## config.mk

```make
export PLATFORM = sky130hd
export DESIGN_NAME = lamp_ramp_driver
export DESIGN_NICKNAME = d
export VERILOG_FILES = /design/src/rtl/lamp_ramp_driver.sv
export SDC_FILE = /design/constraint.sdc
export NUM_CORES = 1
export LEC_CHECK = 0
export ABC_AREA = 1
export BUFFER_PORTS_ARGS = -buffer_cell sky130_fd_sc_hd__clkbuf_2
export CAP_MARGIN = 20
export CORE_MARGIN = 1
export CORE_UTILIZATION = 53
export DETAILED_ROUTE_END_ITERATION = 8
export PLACE_DENSITY = 0.78
export SKIP_CTS_REPAIR_TIMING = 1
export SLEW_MARGIN = 40
export SYNTH_ARGS = -nofsm -noshare
export SYNTH_HDL_FRONTEND = slang
export SYNTH_SLANG_ARGS = --single-unit
export TNS_END_PERCENT = 20
```

## constraint.sdc

```tcl
create_clock -name clk -period 5 [get_ports clk]
set_clock_uncertainty 0.15 [all_clocks]
set_input_delay 0.25 -clock clk [delete_from_list [all_inputs] [get_ports clk]]
set_output_delay 0.25 -clock clk [all_outputs]
set_load 0.005 [all_outputs]
```

## src/rtl/lamp_ramp_driver.sv

```systemverilog
// rtl/lamp_ramp_driver.sv - soft-ramping thermometer lamp driver
//
// Purpose:
//   Takes a requested number of lit lamps and walks a thermometer-coded
//   lamp enable bus toward it, one lamp every STEP_CYCLES clocks, so the
//   lamp bank never jumps. force_off drops every lamp on the next edge.
//
// Ports:
//   clk           in   rising-edge clock
//   rst_n         in   asynchronous active-low reset
//   target_valid  in   lamp-count request present
//   target        in   requested number of lit lamps (clamped to N_LAMPS)
//   target_ready  out  request accepted this cycle if target_valid is high
//   force_off     in   emergency all-off, overrides everything
//   lamp_en       out  bit i set iff i < lamp_count
//   lamp_count    out  lamps currently lit
//   busy          out  ramp in progress
//   settled       out  one-cycle pulse when a ramp reaches its target

module lamp_ramp_driver #(
   parameter int N_LAMPS     = 15,
   parameter int CNT_W       = 4,
   parameter int STEP_CYCLES = 4
) (
   input  logic               clk,
   input  logic               rst_n,
   input  logic               target_valid,
   input  logic [CNT_W-1:0]   target,
   output logic               target_ready,
   input  logic               force_off,
   output logic [N_LAMPS-1:0] lamp_en,
   output logic [CNT_W-1:0]   lamp_count,
   output logic               busy,
   output logic               settled
);

   typedef enum logic [1:0] {
      S_IDLE = 2'd0,
      S_UP   = 2'd1,
      S_DOWN = 2'd2,
      S_DONE = 2'd3
   } state_t;

   localparam int               TMR_W      = (STEP_CYCLES > 1) ? $clog2(STEP_CYCLES) : 1;
   localparam logic [TMR_W-1:0] TMR_RELOAD = TMR_W'(STEP_CYCLES - 1);
   localparam logic [CNT_W-1:0] MAX_CNT    = CNT_W'(N_LAMPS);

   state_t               state_q,   state_d;
   logic [CNT_W-1:0]     count_q,   count_d;
   logic [CNT_W-1:0]     tgt_q,     tgt_d;
   logic [TMR_W-1:0]     timer_q,   timer_d;
   logic [N_LAMPS-1:0]   lamp_en_q, lamp_en_d;
   logic                 busy_q,    busy_d;
   logic                 settled_q, settled_d;
   logic [CNT_W-1:0]     tgt_clamped;

   // Thermometer code: lamp i lit iff i < n.
   function automatic logic [N_LAMPS-1:0] therm(input logic [CNT_W-1:0] n);
      logic [N_LAMPS-1:0] t;
      for (int i = 0; i < N_LAMPS; i++) begin
         t[i] = (CNT_W'(i) < n);
      end
      return t;
   endfunction

   assign tgt_clamped  = (target > MAX_CNT) ? MAX_CNT : target;
   assign target_ready = (state_q == S_IDLE) && !force_off;

   always_comb begin
      state_d = state_q;
      count_d = count_q;
      tgt_d   = tgt_q;
      timer_d = timer_q;

      case (state_q)
         S_IDLE: begin
            if (target_valid && target_ready) begin
               tgt_d   = tgt_clamped;
               timer_d = TMR_RELOAD;
               if (tgt_clamped > count_q) begin
                  state_d = S_UP;
               end else if (tgt_clamped < count_q) begin
                  state_d = S_DOWN;
               end else begin
                  state_d = S_DONE;
               end
            end
         end
         S_UP, S_DOWN: begin
            // Arrival check comes first, so DONE lands one edge after the
            // final toggle rather than on it.
            if (count_q == tgt_q) begin
               state_d = S_DONE;
            end else if (timer_q == '0) begin
               count_d = (state_q == S_UP) ? count_q + 1'b1 : count_q - 1'b1;
               timer_d = TMR_RELOAD;
            end else begin
               timer_d = timer_q - 1'b1;
            end
         end
         S_DONE: begin
            state_d = S_IDLE;
         end
         default: begin
            state_d = S_IDLE;
         end
      endcase

      if (force_off) begin
         state_d = S_IDLE;
         count_d = '0;
      end

      // Outputs are registered from next-state values so they move on the
      // same edge as the state and count.
      lamp_en_d = therm(count_d);
      busy_d    = (state_d == S_UP) || (state_d == S_DOWN);
      settled_d = (state_d == S_DONE);
   end

   always_ff @(posedge clk or negedge rst_n) begin
      if (!rst_n) begin
         state_q   <= S_IDLE;
         count_q   <= '0;
         tgt_q     <= '0;
         timer_q   <= '0;
         lamp_en_q <= '0;
         busy_q    <= 1'b0;
         settled_q <= 1'b0;
      end else begin
         state_q   <= state_d;
         count_q   <= count_d;
         tgt_q     <= tgt_d;
         timer_q   <= timer_d;
         lamp_en_q <= lamp_en_d;
         busy_q    <= busy_d;
         settled_q <= settled_d;
      end
   end

   assign lamp_en    = lamp_en_q;
   assign lamp_count = count_q;
   assign busy       = busy_q;
   assign settled    = settled_q;

endmodule

```

==> run_results.csv, run 1 <==
group,metric,value,unit
placed_design,io_buffers,29,
setup_path,worstPathRequired,5.08,ns
setup_path,timing.rr.start,"state_q[1]",
grt,grt_pass1_vias,1089,
grt,grt_first_pass_wirelength,4567,um
placed_design,hpwl,2083,um
floorplanning,core_area,0.002545,mm^2
detailed_routing,drt-initial-drc-count,28,
outcome,status,"completed",
detailed_routing,maxUsedRoutingLayer,"met4",
cts,htreeDepth,1,
synthesis,synth_compound_area_share,7.692,%
floorplanning,ios,30,
setup_path,crit_fanout,8,
grt,overflow,0,
cts,cts_made_buffers,3,
sta,fmax,0.4317,GHz
setup_path,cp-start-kind,"flip-flop",
detailed_routing,avgRoutedWirePerCell,11.93,um
setup_path,critPathArrivalTime,2.40,ns
synthesis,synth_edf_count,0,
detailed_routing,vias,1107,
synthesis,synth.cell_area,0.001464,mm^2
pwr,p_leak,0.9923,nW
pwr,ir_drop,0.0003354,V
floorplanning,rows,18,
cts,cts_tree,"built",
hold_path,hold_class,"input pin to flip-flop",
setup_path,crit_path_end_kind,"flip-flop",
placed_design,pre_cts_ws,2.750,ns
floorplanning,die_h,54.56,um
sta,relSlewSlack,54.98,%
cts,path_clk_slew,0.15,ns
setup_path,critical_path_class,"flip-flop to flip-flop",
sta,setup_slack,2.684,ns
synthesis,synthAdderAreaFrac,10.77,%
finish,final_common_cell,"nand2_1",
setup_path,r2r_cells,12,
synthesis,yosys-mux-area-fraction,0,%
finish,post-route-util,67.06,%
synthesis,synth_fp_nets,178,
detailed_routing,met1_length,1181,um
detailed_routing,dr_wl_met2,1306,um
floorplanning,chipWidth,54.56,um
detailed_routing,avgViaCountPerCell,5.009,
floorplanning,start_util,57.52,%
cts,cts_sinks,28,
sta,fin_crit,2.316,ns
finish,final_nets,212,
synthesis,ys_seq_area_share,47.86,%
synthesis,synth_largest_area_cell,"dfrtp_1",
grt,grt_antenna_before_repair,0,
sta,rsz0062_at_grt,"no",
synthesis,async_reset_ff_share,100.0,%
synthesis,synth_top_area_share,47.86,%
grt,grt_max_degree,29,
synthesis,synth_top_family_by_area,"simple AND/OR/NAND/NOR gates",
grt,grtUsageTotal,21.91,%
synthesis,synthXorXnorAreaFrac,1.795,%
sta,setup_viol,0,
synthesis,ys.flop_type,"dfrtp_1",
finish,final_cell_mix,"nand2_1 (32), clkbuf_2 (29), dfrtp_1 (28), inv_1 (22), ha_1 (11)",
finish,diodes,0,
detailed_routing,wirelength,2637,um
setup_path,crit_path_end,"lamp_en[1]",
cts,clock_latency,0.33,ns
finish,final_layout_size_suffix_gt1_share,29.84,%
floorplanning,dieArea,0.002976,mm^2
setup_path,crit_start,"state_q[1]",
setup_path,rrSetupSlack,2.68,ns
sta,timing.final.crit_share,46.32,%
synthesis,synth-simple-area-share,23.50,%
synthesis,ys_ff_latch,28,
pwr,cellPowerDensity,498.9,mW/mm^2
detailed_routing,route.met3.wl,95,um
sta,setup-tns-final,0,ns
detailed_routing,ant_nets,0,
synthesis,yosysWarnings,0,
synthesis,ys_types,25,
flow_run,maxCapViolCount,0,
detailed_routing,route.detailed.drc,0,
sta,worst_pin_slew,0.6752,ns
sta,hold_viol,0,
cts,cts-root-buf,"clkbuf_4",
synthesis,synth.avg_cell_area,9.265,um^2
placed_design,place.gp.congestion,0.8671,
setup_path,reg2reg_to,"lamp_en[1]",
cts,clockBufferDepth,2,
detailed_routing,dr.pass1.iters,4,
synthesis,ys_top_cells_by_area,"dfrtp_1 (48%), ha_1 (9.4%), nand2_1 (8.2%)",
synthesis,syn_inst,158,
sta,slew_violations,0,
finish,area_delta_synth_final,16.58,%
[synthesized netlist by cell type (4+ instances only)]
master	count
inv_1	22
ha_1	11
nand2_1	32
o21ai_0	7
dfrtp_1	28
nor2_2	6
nand3_1	5
a21oi_1	10
nor2_1	8
inv_2	5
nand2_2	4
[metrics by stage]
stage	hold slack, ns	power [mW]	instances	cell area [um^2]
global route	0.01951	0.9382	221	1707
CTS	-0.2138	0.8601	219	1687
floorplan	-0.1956	0.6042	158	1464
global placement	0.1600	0.6850	215	1634
finish	0.01153	0.8515	221	1707
detailed placement	0.1786	0.7087	215	1634
[cell type report]
type | instances | area, um^2
Clock inverter | 1 | 30.03
Tap cell | 30 | 37.54
Fill cell | 205 | 838.3
Sequential cell | 28 | 700.7
Clock buffer | 3 | 22.52
Inverter | 28 | 110.1
Timing Repair Buffer | 31 | 165.2
Multi-Input combinational cell | 100 | 640.6
[registers in the layout, summed over array words and instances, names as in the netlist]
| name | count |
|---|---|
| lamp_en | 15 |
| tgt_q | 4 |
| lamp_count | 3 |
| state_q | 2 |
| timer_q | 2 |
| busy | 1 |
| settled | 1 |
[kinds of logic after synthesis]
family,Yosys count
adder cells (fa/ha/maj),12
flip-flops,28
AND/OR/NAND/NOR,64
XOR/XNOR,3
buffers and inverters,30
AO/OA/AOI/OAI,21
[worst min path at each step]
| stage | depth (start not counted) | from | to | slack (ns) |
|---|---|---|---|---|
| 6_report | 3 | target[3] | tgt_q[3] | 0.01 |
| 3_5_place_dp | 1 | rst_n | busy | 0.18 |
| 4_1_cts | 1 | rst_n | busy | -0.21 |
| 3_3_place_gp | 1 | rst_n | busy | 0.16 |
| 2_1_floorplan | 0 | rst_n | busy | -0.20 |
| 5_1_grt | 3 | target[3] | tgt_q[3] | 0.02 |
[power breakdown]
| group | internal [mW] | total (mW) | leakage, nW | switching (mW) |
|---|---|---|---|---|
| Clock | 0.0811 | 0.149 | 0.0279 | 0.0674 |
| Sequential | 0.288 | 0.323 | 0.369 | 0.0357 |
| Combinational | 0.145 | 0.380 | 0.596 | 0.235 |
| Total | 0.514 | 0.852 | 0.992 | 0.338 |
[metal layers]
metal / GRT usage, % / vias up
li1: - / 559
met1: 27.13 / 513
met2: 36.99 / 28
met3: 3.056 / 7
met4: 11.11 / 0
met5: 0 / -
[critical path: stages (launching register included)]
cell	delay (ns)
dfrtp_1	0.44
inv_1	0.10
ha_1	0.23
inv_1	0.09
ha_1	0.32
a21oi_1	0.13
nand2_1	0.08
xor2_1	0.15
nand3_1	0.13
nand3_2	0.20
nand2_4	0.07
inv_2	0.06
nand2_1	0.05
Power figures use the tool's default switching activity.
==> run 2, diff against run 1 <==
clock period = 2.3 ns   (was 5 ns; I/O delays follow)
==> run 2 against run 1 <==
Count of clock-buffer cells in the layout did not move. Non-clock buffer count rose by 7. Combinational power rose by 140%. Worst hold slack improved by 0.071 ns. Largest cell class unchanged.
==> run_results.csv, run 2 (synthesis gave the netlist of run 1 again) <==
group,metric,value,unit
placed_design,hpwl,2173,um
cts,cts-root-buf,"clkbuf_4",
grt,overflow,0,
grt,grtUsageTotal,22.59,%
hold_path,hold_class,"input pin to flip-flop",
detailed_routing,wirelength,2976,um
cts,cts_made_buffers,3,
finish,final_cell_area,0.001799,mm^2
placed_design,io_buffers,29,
finish,final_nets,219,
grt,grt_pass1_vias,1022,
cts,cts_tree,"built",
detailed_routing,ant_nets,0,
finish,area_delta_synth_final,22.91,%
setup_path,r2r_cells,12,
placed_design,place.gp.congestion,0.9094,
grt,grt_busiest_layer,"met2",
hold_path,min_path_cells,4,
floorplanning,rows,18,
setup_path,crit_chain,"inv_2 > ha_4 > inv_1 > ha_1 > a21oi_2 > nand2_1 > xor2_1 > nand3_1 > nand3_4 > nand2_4 > inv_2 > nand2_1",
detailed_routing,avgViaCountPerCell,5.075,
grt,use_met1,30.43,%
setup_path,worstPathRequired,2.39,ns
grt,grt_antenna_before_repair,0,
outcome,status,"completed",
finish,diodes,0,
pwr,cellPowerDensity,1079,mW/mm^2
setup_path,cp-start-kind,"flip-flop",
cts,htreeDepth,1,
placed_design,placed_area,0.001649,mm^2
floorplanning,ios,30,
grt,grt_max_degree,29,
cts,path_clk_slew,0.16,ns
sta,hold_viol,0,
finish,fin_cells,228,
detailed_routing,avgRoutedWirePerCell,13.05,um
cts,cts_sinks,28,
cts,clock_latency,0.33,ns
setup_path,critical_path_class,"flip-flop to flip-flop",
setup_path,timing.rr.start,"state_q[1]",
hold_path,hp-start,"target_valid",
detailed_routing,dr.pass1.iters,4,
sta,fmax,0.4545,GHz
finish,final_common_cell,"nand2_1",
hold_path,min_to,"state_q[0]",
setup_path,worst_path_max_delay_cell,"dfrtp_1",
floorplanning,core_area,0.002545,mm^2
setup_path,slowest_delay,0.43,ns
placed_design,placed_cells,217,
setup_path,crit_path_end_kind,"flip-flop",
pwr,ir_drop,0.0007725,V
pwr,p_leak,1.025,nW
finish,post-route-util,70.70,%
sta,setup_viol,0,
sta,relSlewSlack,52.76,%
grt,grt_util_met2,36.18,%
floorplanning,chipWidth,54.56,um
setup_path,rrSetupSlack,0.1,ns
cts,clockBufferDepth,2,
setup_path,reg2reg_to,"lamp_en[1]",
detailed_routing,vias,1157,
grt,grt_first_pass_wirelength,4678,um
floorplanning,start_util,57.52,%
detailed_routing,route.detailed.drc,0,
finish,largest_reg_flops,15,
sta,worst_pin_slew,0.7085,ns
setup_path,critPathArrivalTime,2.29,ns
flow_run,maxCapViolCount,0,
finish,final_layout_size_suffix_gt1_share,32.32,%
floorplanning,die_h,54.56,um
sta,fin_crit,2.200,ns
sta,slew_violations,0,
grt,use_met3,3.333,%
finish,final_cell_mix,"nand2_1 (32), clkbuf_2 (29), dfrtp_1 (27), inv_1 (21), ha_1 (10)",
floorplanning,dieArea,0.002976,mm^2
sta,timing.final.crit_share,95.65,%
detailed_routing,drt-initial-drc-count,18,
setup_path,crit_fanout,8,
[run 2: worst max-delay path by stage]
stage / from / end / slack, ns / cells past startpoint
after floorplan: state_q[1] / lamp_en[1] / 0.28 / 12
after global placement: state_q[1] / lamp_en[1] / 0.19 / 12
after detailed placement: state_q[1] / lamp_en[1] / 0.03 / 12
after CTS: state_q[1] / lamp_en[1] / 0.009 / 12
after global routing: state_q[1] / lamp_en[1] / -0.005 / 12
final: state_q[1] / lamp_en[1] / 0.1 / 12
[run 2: power by group]
group          internal (mW)  total (mW)  switching [mW]
clock network          0.176       0.326           0.150
logic                  0.351       0.907           0.557
registers              0.627       0.707          0.0801
[run 2: worst max-delay path, delay by kind of cell, from the launching register on]
family	cells	cell delay, ns
xor+xnor	1	0.14
buf+inv	3	0.22
simple gates	5	0.53
flops	1	0.43
fa+ha+maj	2	0.48
compound gates	1	0.16
[run 2: final cells by class]
| cell class | count | area, um^2 |
|---|---|---|
| Clock buffer | 3 | 22.52 |
| Tap cell | 30 | 37.54 |
| Sequential cell | 28 | 701.9 |
| Clock inverter | 1 | 30.03 |
| Fill cell | 185 | 745.7 |
| Timing Repair Buffer | 38 | 227.7 |
| Multi-Input combinational cell | 100 | 669.4 |
| Inverter | 28 | 110.1 |
[run 2: layer usage]
metal  wire length (um)  vias to the layer above
met5                  0                        -
met4                 57                        0
met3                 92                        9
met2               1445                       37
met1               1381                      534
li1                   -                      577
[run 2: stage by stage]
| stage | setup WS (ns) | hold WS (ns) | TNS, ns | power, mW |
|---|---|---|---|---|
| after floorplan | 0.2819 | -0.3306 | 0 | 1.314 |
| after global placement | 0.1937 | 0.02240 | 0 | 1.499 |
| after detailed placement | 0.02942 | 0.04468 | 0 | 1.563 |
| after CTS | 0.009215 | -0.3394 | 0 | 1.892 |
| after global routing | -0.004724 | 0.09923 | -0.004724 | 2.103 |
| final | 0.09998 | 0.08272 | 0 | 1.941 |
